--- config.mk ---
export PLATFORM = sky130hd
export DESIGN_NAME = divu_hilo_unit
export DESIGN_NICKNAME = d
export VERILOG_FILES = /design/src/rtl/divu_hilo_unit.sv
export SDC_FILE = /design/constraint.sdc
export NUM_CORES = 1
export LEC_CHECK = 0
export BUFFER_PORTS_ARGS = -buffer_cell sky130_fd_sc_hd__buf_2
export CORE_MARGIN = 1
export CORE_UTILIZATION = 35
export CTS_CLUSTER_SIZE = 40
export DETAILED_ROUTE_END_ITERATION = 10
export SYNTH_ARGS = -nofsm -noshare
export SYNTH_HDL_FRONTEND = slang
export SYNTH_SLANG_ARGS = --single-unit
--- constraint.sdc ---
create_clock -name clk -period 3.15 [get_ports clk]
set_clock_uncertainty 0.2 [all_clocks]
set_input_delay 0.4725 -clock clk [delete_from_list [all_inputs] [get_ports clk]]
set_output_delay 0.4725 -clock clk [all_outputs]
set_load 0.01 [all_outputs]
--- src/rtl/divu_hilo_unit.sv ---
// divu_hilo_unit
//   Sequential unsigned divider feeding the HI/LO register pair of the ALU
//   datapath. A DIVU request accepted in IDLE runs one restoring step per
//   clock and leaves the quotient in LO and the remainder in HI. A zero
//   divisor skips the iteration and writes LO = all ones, HI = dividend.
//
// Ports
//   clk        in   1      rising-edge clock
//   reset      in   1      synchronous, active-low reset
//   dataA      in   WIDTH  dividend (sampled on the accept edge only)
//   dataB      in   WIDTH  divisor  (sampled on the accept edge only)
//   Signal     in   6      function code; DIVU_CODE requests a divide
//   HiOut      out  WIDTH  remainder of the last completed divide
//   LoOut      out  WIDTH  quotient of the last completed divide
//   busy       out  1      high exactly while the iteration is running
//   done       out  1      one-cycle pulse, HiOut/LoOut were just written
//   state_dbg  out  2      current FSM state (IDLE=0, RUN=1, DONE=2)
//
// Handshake: a request is a single-cycle look at Signal while the unit is
// idle (busy==0 and done==0). Requests seen in RUN or DONE are dropped, not
// queued; the requester reissues after done or once busy is low.
module divu_hilo_unit #(
   parameter int         WIDTH     = 32,
   parameter logic [5:0] DIVU_CODE = 6'b011011
) (
   input  logic             clk,
   input  logic             reset,
   input  logic [WIDTH-1:0] dataA,
   input  logic [WIDTH-1:0] dataB,
   input  logic [5:0]       Signal,
   output logic [WIDTH-1:0] HiOut,
   output logic [WIDTH-1:0] LoOut,
   output logic             busy,
   output logic             done,
   output logic [1:0]       state_dbg
);

   localparam int CW = $clog2(WIDTH);

   typedef enum logic [1:0] {
      IDLE = 2'd0,
      RUN  = 2'd1,
      DONE = 2'd2
   } state_t;

   state_t           state;
   logic [WIDTH:0]   rem;       // partial remainder, one guard bit
   logic [WIDTH-1:0] quo;       // dividend shifting out, quotient shifting in
   logic [WIDTH-1:0] dvs;
   logic [CW-1:0]    cnt;

   logic [WIDTH:0]   rem_shift;
   logic [WIDTH:0]   rem_next;
   logic [WIDTH-1:0] quo_next;
   logic             take;

   // One restoring step: bring in the next dividend bit, subtract the
   // divisor when it fits and record a 1 in the quotient.
   always_comb begin
      rem_shift = {rem[WIDTH-1:0], quo[WIDTH-1]};
      take      = (rem_shift >= {1'b0, dvs});
      rem_next  = take ? (rem_shift - {1'b0, dvs}) : rem_shift;
      quo_next  = {quo[WIDTH-2:0], take};
   end

   assign state_dbg = state;

   always_ff @(posedge clk) begin
      if (!reset) begin
         state <= IDLE;
         rem   <= '0;
         quo   <= '0;
         dvs   <= '0;
         cnt   <= '0;
         HiOut <= '0;
         LoOut <= '0;
         busy  <= 1'b0;
         done  <= 1'b0;
      end else begin
         case (state)
            IDLE: begin
               if (Signal == DIVU_CODE) begin
                  rem <= '0;
                  quo <= dataA;
                  dvs <= dataB;
                  cnt <= '0;
                  if (dataB != '0) begin
                     state <= RUN;
                     busy  <= 1'b1;
                  end else begin
                     state <= DONE;
                     LoOut <= '1;
                     HiOut <= dataA;
                     done  <= 1'b1;
                  end
               end
            end
            RUN: begin
               rem <= rem_next;
               quo <= quo_next;
               cnt <= cnt + 1'b1;
               if (cnt == CW'(WIDTH - 1)) begin
                  LoOut <= quo_next;
                  HiOut <= rem_next[WIDTH-1:0];
                  state <= DONE;
                  busy  <= 1'b0;
                  done  <= 1'b1;
               end
            end
            DONE: begin
               state <= IDLE;
               done  <= 1'b0;
            end
            default: begin
               state <= IDLE;
               busy  <= 1'b0;
               done  <= 1'b0;
            end
         endcase
      end
   end

endmodule

# Yosys cells after proc, flatten, opt, wreduce, memory -nomap -nowiden
# Index checks and enable logic that the tools add are counted.
[word_totals]
reg_bits = 169
in_bits = 72
out_inout_bits = 68
[classes]
add_sub_neg = 2
magnitude_cmp = 1
eq_ne = 8
n_mux = 27
bitwise_logic = 1
reduce_logical = 9
[ops]
columns = ["op", "count"]
rows = [
  ["two-way mux 32 bit", 9],
  ["one-hot mux 32 bit (2 select lines)", 4],
  [">= comparator 33 x 32 -> 1 bit", 1],
  ["nonzero test 32 bit", 1],
  ["subtractor 32 bit", 1],
  ["one-hot mux 5 bit (2 select lines)", 1],
  ["inequality test 2 bit, second input constant", 4],
  ["AND reduction 4 bit", 2],
  ["equality test 6 x 5 -> 1 bit, second input constant", 1],
  ["two-way mux 1 bit", 6],
  ["two-way mux 2 bit", 3],
  ["AND reduction 2 bit", 3],
  ["adder 5 x 1 -> 5 bit, second input constant", 1],
  ["equality test 5 bit, second input constant", 1],
  ["two-way mux 5 bit", 1],
  ["one-hot mux 2 bit (2 select lines)", 1],
  ["one-hot mux 1 bit (3 select lines)", 1],
  ["AND reduction 3 bit", 1],
  ["equality test 2 x 1 -> 1 bit, second input constant", 1],
  ["equality test 2 bit, second input constant", 1],
  ["logical NOT 2 bit", 1],
  ["one-hot mux 1 bit (2 select lines)", 1],
  ["nonzero test 2 bit", 1],
  ["inverter 1 bit", 1],
]

# Depth between registers and ports, before layout
# Gate-level depths: netlist of the first run.
[logic_depth]
ltp_word = 4
ltp_mapped = 14
mapped_depth_nobuf = 13

# Least setup slack after synthesis of the first run
# OpenSTA, ideal clock, no wires.
[synth_path]
path_type = "reg-to-reg"
start = "register dvs[4]"
end = "register HiOut[1]"
arrival_ns = 2.564
path_slack_ns = 0.259
stages_incl_launch_ff = 13
path_buffers = 1
period_less_slack_ns = 2.891
path_cell_list = "dfxtp_1 -> inv_1 -> ha_1 -> a21o_1 -> a211o_1 -> o2111ai_2 -> o21ai_2 -> a41o_4 -> a21o_4 -> buf_6 -> mux2_4 -> mux2i_1 -> o21ai_1"
[synth_via]
elab_chain_len = 4
[synth_lines]
columns = ["item", "line_no", "rtl"]
rows = [
  ["start, declared", "49", "logic [WIDTH-1:0] dvs;"],
  ["start signal, assigned", "85", "dvs <= dataB;"],
  [">= comparator 33 x 32 -> 1 bit", "61", "take = (rem_shift >= {1'b0, dvs});"],
  ["two-way mux 32 bit", "62", "rem_next = take ? (rem_shift - {1'b0, dvs}) : rem_shift;"],
  ["two-way mux 32 bit", "102", "if (cnt == CW'(WIDTH - 1)) begin"],
  ["one-hot mux 32 bit (2 select lines)", "80", "case (state)"],
  ["end signal, assigned", "93", "HiOut <= dataA;"],
  ["end signal, assigned", "104", "HiOut <= rem_next[WIDTH-1:0];"],
  ["end, declared", "31", "output logic [WIDTH-1:0] HiOut,"],
]
# No other way between the ends. The select of a mux whose other input is x is not followed.
# A chain may end at the register's enable or synchronous reset.

# Final worst setup path of the first run
[layout_path]
start = "register rem[11]"
end = "register HiOut[23]"
[layout_via]
elab_chain_len = 4
elab_cells_between_ends = 5
classes_between = "add/sub (1); order compare (1); mux (3)"
[layout_lines]
columns = ["item", "line_no", "rtl"]
rows = [
  ["start, declared", "47", "logic [WIDTH:0] rem;"],
  ["start signal, assigned", "99", "rem <= rem_next;"],
  ["subtractor 32 bit / >= comparator 33 x 32 -> 1 bit (equally long branches)", "62, 61", ""],
  ["two-way mux 32 bit *", "62", ""],
  ["two-way mux 32 bit *", "102", ""],
  ["one-hot mux 32 bit (2 select lines) *", "80", ""],
]
# Mark *: on every way between the ends. The rest lies on a longest branch, timed or not. The select of a mux whose other input is x is not followed.

==> impl_metrics.toml, run 1 <==
[outcome]
status = "complete, no violations"

[place]
hpwl_um = 20100
placed_cell_area_um2 = 10300
io_buffer_count = 139
place_inst = 1582
gp_congestion = 0.890

[sta]
max_slew_margin_pct = 50.9
hold_violations = 0
setup_viol = 0
worst_slew_pin_slew_ns = 0.737
fmax_mhz = 333
setup_tns_ns = 0
fin_crit_sh_pct = 95.3
maxSlewViolCount = 0
whs_ns = 0.0907
post-route-min-period_ns = 3.00

[synth]
synth_fa_ha_area_share_pct = 4.92
seq_area_frac_synth_pct = 37.3
synthXorXnorAreaFrac_pct = 2.80
ys.flop_type = "dfxtp_1"
synth-compound-area-share_pct = 23.4
avgSynthCellArea_um2 = 7.87
synthArstFlopShare_pct = 0
synthCells = 1151
synth_area_um2 = 9060
ys_warn_count = 0
synth-edff-count = 0
synth_area_leaders = "dfxtp_1, nand2_1, ha_1"
yosysTopAreaCell = "dfxtp_1"
synth_top_family_by_area = "compound AO/OA/AOI/OAI gates"
netlist.area_leader.share_pct = 37.3
synth_common_cells = "nand2_1, dfxtp_1, o21ai_0, clkbuf_1, nor2_1"
ys_types = 67
muxShareOfSynthArea_pct = 3.11
synthSimpleGateAreaFrac_pct = 22.7
synth_seq_cells = 169
synth_most_common_cell = "nand2_1"
syn_nets = 1258

[hold_path]
hp-start = "dataB[18]"
min-delay-path-class = "in2reg"
min_to = "dvs[18]$_SDFFE_PN0P_"
hold_depth = 3

[critical_path]
worstReg2RegEnd = "HiOut[23]$_SDFFE_PN0P_"
cp_slowest_cell = "dfxtp_1"
rrSetupSlack_ns = 0.15
max_stage_delay_ns = 0.42
r2r-start = "rem[11]$_SDFFE_PN0P_"
critPathKind = "reg2reg"
crit_required_ns = 3.26
path_cells = "ha_2 -> a21o_1 -> a211o_1 -> or3_1 -> o21ai_2 -> o21ai_1 -> a21oi_1 -> xnor2_1 -> a211oi_2 -> o21ai_0"
cp-start-kind = "flip-flop"
end_kind = "flip-flop"
r2r_cells = 10
cp.arrival_ns = 3.11
crit_fanout = 7

[floorplan]
start_util_pct = 35.9
die_y_um = 163
dieArea_um2 = 26500
core_area_um2 = 25300
die_w_um = 163
rows = 58
io_pins = 140

[global_route]
grt_pass1_wl_um = 43300
grt-ovfl-total = 0
grt_util_all_layers_pct = 20.7
grt_max_degree = 66
grt_antenna_before_repair = 0
grt_pass1_vias = 7976

[clock_tree]
clk_latency_ns = 0.44
cts.sinks = 169
cts_max_path_buffers = 2
root_buffer = "clkbuf_16"
clk_pin_slew_worst_paths_ns = 0.07
cts_made_buffers = 17
cts_tree = "yes"
ctsHoldBuffers = 0
htree_levels = 4

[routing]
wl_met2_um = 12200
met1_length_um = 13900
dr.pass1.iters = 5
routed_wl_um = 27900
route.met3.wl_um = 1590
drc = 0
drtIter0Drc = 743
ant_nets = 0
viasPerCell = 5.33
wl_per_cell_um = 17.2
highest_layer = "met4"
vias = 8643

[power]
vdd_ir_drop_max_v = 0.000423
p_per_area_nw_per_um2 = 451
p_leak_nw = 4.59

[job]
drv_cap = 0

[layout]
nFillCells = 2585
postLayoutCellArea_um2 = 11200
areaGrowthSynthToFinish_pct = 23.9
drive_gt1_share_pct = 22.6
final_nets = 1385
final_cells = 1621
diodes = 0
==> placed cells by master, fill, tap and decap left out, types with 7 or more instances in the layout <==
cell type / instances
xnor2_1: 19
o21bai_1: 9
nor2b_1: 8
a21boi_0: 42
mux2i_1: 11
dfxtp_1: 169
nor2_1: 72
o21ai_0: 77
a31oi_1: 41
ha_1: 27
a21oi_2: 8
nor4_1: 9
nor3_1: 38
inv_1: 42
a21oi_1: 42
and3_1: 7
buf_2: 138
nand4_1: 10
nand2_1: 192
nor3b_1: 34
nand3_1: 24
buf_4: 50
xor2_1: 10
and2_1: 22
clkbuf_16: 17
o211ai_1: 10
a21o_1: 15
o21ai_1: 10
==> per-layer routing <==
metal	track usage [%]	vias to the layer above
met5	0	-
met4	4.21	0
met3	3.90	16
met2	31.5	243
met1	30.2	4085
li1	-	4299
==> report_power, final <==
group	switching (W)	internal, W	leakage [nW]
logic	0.000345	0.000267	2.92
registers	0.0000122	0.00215	1.36
clock network	0.000996	0.00129	0.306
==> logic make-up after synthesis <==
group	Yosys count
buffers and inverters	130
AO/OA/AOI/OAI	323
AND/OR/NAND/NOR	439
multiplexers	26
XOR/XNOR	29
adder cells (fa/ha/maj)	35
flip-flops	169
==> what timing repair did <==
item | in CTS | in global routing
gates cloned | 0 | 2
resized for setup | 5 | 47
hold endpoints to repair | 0 | 0
pin swaps | 0 | 14
endpoints found under the setup margin | 13 | 61
buffers inserted | 0 | 5
==> how the worst max path moves through the flow <==
stage | from | endpoint | slack, ns | cells after the start
2_1_floorplan | dvs[4]$_SDFFE_PN0P_ | HiOut[1]$_SDFFE_PN0P_ | 0.26 | 12
3_3_place_gp | rem[17]$_SDFFE_PN0P_ | HiOut[12]$_SDFFE_PN0P_ | -0.06 | 10
3_5_place_dp | quo[31]$_SDFFE_PN0P_ | HiOut[30]$_SDFFE_PN0P_ | -0.03 | 13
4_1_cts | quo[31]$_SDFFE_PN0P_ | HiOut[30]$_SDFFE_PN0P_ | 0.003 | 13
5_1_grt | dvs[7]$_SDFFE_PN0P_ | rem[26]$_SDFFE_PN0P_ | -0.04 | 11
6_report | rem[11]$_SDFFE_PN0P_ | HiOut[23]$_SDFFE_PN0P_ | 0.15 | 10
==> flip-flops by register name (all words and copies together) (netlist names), 2 cells and up <==
signal / flops
HiOut: 32
LoOut: 32
dvs: 32
quo: 32
rem: 32
cnt: 5
state_dbg: 2
==> critical path: cells and delay by family (launching register included) <==
family                     cells  cell delay [ns]
DFF                            1             0.42
AOI/OAI and AO/OA              7             1.43
xor gates and xnor gates       1             0.16
and+or+nand+nor                1             0.32
adders and majority gates      1             0.36
==> per-stage QoR <==
| step | setup slack (ns) | total power, W | util (%) |
|---|---|---|---|
| finish | 0.148 | 0.00506 | 44.4 |
| detailed placement | -0.0274 | 0.00273 | 40.7 |
| floorplan | 0.259 | 0.00255 | - |
| CTS | 0.00290 | 0.00500 | 43.3 |
| global placement | -0.0627 | 0.00273 | 40.7 |
| global route | -0.0379 | 0.00522 | 44.4 |
==> area by class of cell <==
type / instances / area, um2 / area share, %
inverters: 42 / 158 / 1.40
multi-input cells: 854 / 5450 / 48.5
well taps: 330 / 413 / 3.68
flip-flops and latches: 169 / 3380 / 30.1
clock inverters: 15 / 211 / 1.88
clock buffers: 17 / 425 / 3.79
repair buffers: 194 / 1190 / 10.6
No activity file was read; power rests on OpenSTA's default activity.
==> run 2, diff against run 1 <==
==> constraint.sdc (replaced) <==
create_clock -name clk -period 3.15 [get_ports clk]
set_clock_uncertainty 0.2 [all_clocks]
set_input_delay 0.1575 -clock clk [delete_from_list [all_inputs] [get_ports clk]]
set_output_delay 0.1575 -clock clk [all_outputs]
set_load 0.01 [all_outputs]
==> run 2 against run 1 <==
Compared with the run above:
- first-iteration DRC count decreased by 7.7%
- worst hold slack better by 0.023 ns
- combinational power rose by 13%
- maximum frequency shrank 2.4%
- worst setup slack got worse by 0.073 ns
- flip-flop and latch count stayed put
- non-clock buffer count rose by 69
- register-to-register slack worse by 0.07 ns
- core utilization increased by 2.4 points
- largest power group is now sequential cells
==> impl_metrics.toml, run 2 (same netlist as run 1, synthesis figures left out) <==
[layout]
register_area_um2 = 3390
final_cells = 1689
areaGrowthSynthToFinish_pct = 30.6
final_nets = 1453
final_common_cell = "nand2_1"
multiInputGateArea_um2 = 5370
diodes = 0
drive_gt1_share_pct = 21.3
nFillCells = 2549
final_cell_mix = "nand2_1, dfxtp_1, buf_2"

[hold_path]
min-delay-path-class = "in2reg"

[sta]
maxSlewViolCount = 0
post-route-min-period_ns = 3.07
max_slew_margin_pct = 53.3
worst_slew_pin_slew_ns = 0.700
layout_setup_ws_ns = 0.0752
fin_crit_sh_pct = 97.6
hold_violations = 0
setup_viol = 0
fmax_mhz = 325

[power]
swShare_pct = 27.3
combPwrFrac_pct = 14.0
p_leak_nw = 4.87
p_per_area_nw_per_um2 = 421
switching_power_w = 0.00136
pwr-share-seq_pct = 43.4
pwr-share-clk_pct = 42.6
power.internal_w = 0.00362
vdd_ir_drop_max_v = 0.000432

[routing]
vias = 8855
ant_nets = 0
viasPerCell = 5.24
dr.pass1.iters = 5
drtIter0Drc = 686
wl_per_cell_um = 16.6
routed_wl_um = 28000
drc = 0

[critical_path]
cp.arrival_ns = 3.26
cp-start-kind = "flip-flop"
crit_fanout = 3
critPathKind = "reg2reg"
crit_required_ns = 3.33
end_kind = "flip-flop"

[job]
drv_cap = 0

[global_route]
grt_max_degree = 124
grt_pass1_wl_um = 43400
grt-ovfl-total = 0
grt_pass1_vias = 8134
grt_antenna_before_repair = 0
grt_util_all_layers_pct = 20.8

[floorplan]
rows = 58
dieArea_um2 = 26500
die_y_um = 163
start_util_pct = 35.9
die_w_um = 163
core_area_um2 = 25300
io_pins = 140

[place]
gp_congestion = 0.867
place_ws_ns = -0.125
place_inst = 1583
hpwl_um = 19800
io_buffer_count = 139

[clock_tree]
htree_levels = 4
root_buffer = "clkbuf_16"
cts_max_path_buffers = 2
cts_made_buffers = 17
cts.sinks = 169
clk_pin_slew_worst_paths_ns = 0.07
cts_tree = "yes"
clk_latency_ns = 0.44

[outcome]
status = "complete, no violations"
[run 2: cell types whose count changed in the layout (fill, tap and decap cells not counted), moves of 3 or more]
| cell | previous run | this run |
|---|---|---|
| ha_2 | 5 | 1 |
| dlygate4sd3_1 | 0 | 64 |
| ha_1 | 27 | 31 |
| buf_12 | 6 | 10 |
| a211oi_1 | 6 | 9 |
| a21oi_2 | 8 | 5 |
| a211oi_2 | 4 | 1 |
[run 2: critical path, stage by stage (launching register included)]
cell and delay, ns:
dfxtp_2 0.33, inv_2 0.06, ha_4 0.13, inv_2 0.03, fa_2 0.37, a21oi_2 0.18
o2bb2ai_2 0.12, o31a_1 0.31, buf_4 0.15, nand3_1 0.08, a31oi_1 0.15, o21ai_0 0.17
or3b_2 0.47, a21oi_1 0.14, o21a_1 0.12
[run 2: final timing paths]
path / startpoint / end / slack [ns] / depth (start not counted)
hold reg to reg: dvs[16]$_SDFFE_PN0P_ / dvs[16]$_SDFFE_PN0P_ / 0.26 / 2
setup reg to reg: quo[31]$_SDFFE_PN0P_ / rem[28]$_SDFFE_PN0P_ / 0.08 / 14
hold / removal: reset / HiOut[24]$_SDFFE_PN0P_ / 0.11 / 3
setup / recovery: quo[31]$_SDFFE_PN0P_ / rem[28]$_SDFFE_PN0P_ / 0.08 / 14
[run 2: cell type report]
type	count	share of cell area, %
timing repair buffer	263	16.2
multi-input combinational	853	45.4
inverter	42	1.33
tap	330	3.49
sequential	169	28.6
clock inverter	15	1.34
clock buffer	17	3.60
[run 2: metal layers]
layer | wire (um) | part of all wire (%) | global-route usage, % | vias up
li1 | - | - | - | 4438
met1 | 14200 | 51 | 30.2 | 4153
met2 | 12200 | 43 | 31.2 | 238
met3 | 1240 | 4.4 | 3.16 | 26
met4 | 390 | 1.4 | 6.41 | 0
met5 | 0 | 0 | 0 | -
[run 2: metrics by stage]
step / instance area, um2 / hold slack [ns] / power, W / util, % / setup TNS, ns
after floorplan: 9060 / 0.102 / 0.00255 / - / 0
after global placement: 10300 / 0.224 / 0.00276 / 41.0 / 0
after detailed placement: 10300 / 0.229 / 0.00277 / 41.0 / -0.232
after CTS: 11600 / 0.0927 / 0.00495 / 45.9 / 0
after global routing: 11800 / 0.130 / 0.00515 / 46.8 / -0.141
final: 11800 / 0.114 / 0.00498 / 46.8 / 0
[run 2: timing repair]
item                                    CTS  global route
hold buffers                             64             0
endpoints found under the setup margin    6            51
gates resized for setup                   5            37
cloned                                    0             1
hold endpoints to repair                 88             0
buffers inserted                          0             9
pin swaps                                 2            19
[run 2: power by group through the flow]
stage	Sequential, W	Combinational [W]	Clock [W]
final	0.00216	0.000695	0.00212
after global routing	0.00216	0.000747	0.00224
after CTS	0.00216	0.000627	0.00216
after detailed placement	0.00221	0.000556	0
after global placement	0.00221	0.000554	0
after floorplan	0.00221	0.000340	0
==> run 3, diff against run 2 <==
--- a/config.mk
+++ b/config.mk
@@ -6,8 +6,7 @@
 export NUM_CORES = 1
 export LEC_CHECK = 0
 export BUFFER_PORTS_ARGS = -buffer_cell sky130_fd_sc_hd__buf_2
-export CORE_MARGIN = 1
-export CORE_UTILIZATION = 35
+export CORE_UTILIZATION = 40
 export CTS_CLUSTER_SIZE = 40
 export DETAILED_ROUTE_END_ITERATION = 10
 export SYNTH_ARGS = -nofsm -noshare
==> run 3 against run 2 <==
Compared with the run above:
- the run now ends with DRC left
- sequential power about the same
- via count shrank 1.3%
- combinational power fell by 4.0%
- first-iteration DRC count shrank 7.7%
- clock power down 3%
- global-route usage rose by 2.4 points
- routed wire length is 4.0% lower
- sequential share of layout area grew 0.32 points
- cell area is 1.1% lower
- total power shrank 2.0%
- critical path type unchanged
- critical endpoint is now HiOut[8]$_SDFFE_PN0P_
- largest power group unchanged
- highest routed layer unchanged
==> impl_metrics.toml, run 3 (same netlist as run 1, synthesis figures left out) <==
[sta]
worst_slew_pin_slew_ns = 0.968
rsz0062_at_grt = "yes"
fin_crit_sh_pct = 97.4
hold_violations = 0
setup_tns_ns = 0
fmax_mhz = 326
layout_setup_ws_ns = 0.0826
setup_viol = 0
post-route-min-period_ns = 3.07
maxSlewViolCount = 0
max_slew_margin_pct = 35.5

[layout]
nFillCells = 2119
diodes = 0
drive_gt1_share_pct = 21.2
final_nets = 1446
final_common_cell = "nand2_1"
multiInputGateArea_um2 = 5400
register_area_um2 = 3390
final_cell_mix = "nand2_1, dfxtp_1, buf_2"
areaGrowthSynthToFinish_pct = 29.2
fin_util_pct = 53.1

[global_route]
grt_pass1_vias = 8129
grt_pass1_wl_um = 43200
grt_util_all_layers_pct = 23.2
grt-ovfl-total = 0
grt_antenna_before_repair = 0
grt_max_degree = 176

[floorplan]
rows = 54
dieArea_um2 = 23300
die_w_um = 152
io_pins = 140
core_area_um2 = 22000
die_y_um = 152
start_util_pct = 41.1

[critical_path]
cp-start-kind = "flip-flop"
critPathKind = "reg2reg"
r2r-start = "dvs[3]$_SDFFE_PN0P_"
crit_fanout = 10
end_kind = "flip-flop"
cp-startpoint = "dvs[3]$_SDFFE_PN0P_"
cp.arrival_ns = 3.20
crit_required_ns = 3.29

[routing]
routed_wl_um = 26900
viasPerCell = 5.36
ant_nets = 0
wl_per_cell_um = 16.5
drc = 14
dr.pass1.iters = 8
drtIter0Drc = 633
vias = 8744

[place]
place_ws_ns = -0.0215
io_buffer_count = 139
gp_congestion = 0.891
hpwl_um = 19000

[outcome]
violations = "DRC"
status = "finished, violations left"

[clock_tree]
clk_pin_slew_worst_paths_ns = 0.07
cts.sinks = 169
cts_made_buffers = 17
root_buffer = "clkbuf_16"
cts_tree = "yes"
clk_latency_ns = 0.43
cts_max_path_buffers = 2
htree_levels = 4

[hold_path]
hp-start = "Signal[0]"
min-delay-path-class = "in2reg"

[job]
drv_cap = 0

[power]
power.total_w = 0.00488
p_leak_nw = 4.81
vdd_ir_drop_max_v = 0.000310
p_per_area_nw_per_um2 = 417
-- run 3: cell count changes in the layout (fill, tap and decap cells not counted), sizes merged --
cell / delta
clkbuf: +1
a21o: -1
clkinvlp: -1
inv: -3
buf: -6
clkinv: +2
-- run 3: where the power goes --
group | total, W | switching [W] | internal [W]
Sequential | 0.00216 | 0.0000120 | 0.00215
Clock | 0.00205 | 0.000944 | 0.00111
Combinational | 0.000667 | 0.000336 | 0.000331
-- run 3: through the flow --
step | cells | cell area [um2] | hold WS, ns
finish | 1631 | 11700 | 0.102
global route | 1631 | 11700 | 0.136
CTS | 1626 | 11500 | 0.0958
detailed placement | 1531 | 10200 | 0.230
global placement | 1531 | 10200 | 0.224
floorplan | 1151 | 9060 | 0.102
-- run 3: critical path, stage by stage (launching register included) --
cell and delay, ns:
dfxtp_1 0.34, inv_1 0.10, ha_4 0.17, a21o_1 0.21, a211o_1 0.30, o2111ai_2 0.26
o21ai_2 0.10, a41o_4 0.29, a21o_4 0.26, buf_12 0.17, mux2i_2 0.25, a211oi_1 0.11
a31o_1 0.20
-- run 3: per-layer routing --
metal / share of wire (%) / routed length (um) / vias to the layer above / track usage, %
met4: 1.4 / 381 / 0 / 6.73
met5: 0 / 0 / - / 0
met2: 43 / 11600 / 213 / 34.9
met1: 51 / 13700 / 4096 / 34.4
li1: - / - / 4410 / -
met3: 4.3 / 1160 / 25 / 3.04
-- run 3: area by class of cell --
type                       count  area share (%)
clock inverter                13            1.18
sequential                   169            28.9
timing repair buffer         257            15.8
inverter                      42            1.35
multi-input combinational    852            46.1
clock buffer                  18            3.67
tap                          280            2.99
-- run 3: path summary, 6_finish.rpt --
check | depth (start not counted) | slack [ns] | to
worst max-delay path | 12 | 0.08 | HiOut[8]$_SDFFE_PN0P_
worst min register to register | 2 | 0.26 | dvs[18]$_SDFFE_PN0P_
worst min-delay path | 5 | 0.10 | done$_SDFFE_PN0P_
worst max register to register | 12 | 0.08 | HiOut[8]$_SDFFE_PN0P_
-- run 3: timing repair --
| item | in CTS | in global routing |
|---|---|---|
| endpoints found under the hold margin | 90 | 0 |
| hold buffers | 64 | 0 |
| setup endpoints to repair | 5 | 53 |
| buffers inserted | 0 | 5 |
| pin swaps | 1 | 8 |
| gates resized for setup | 4 | 42 |
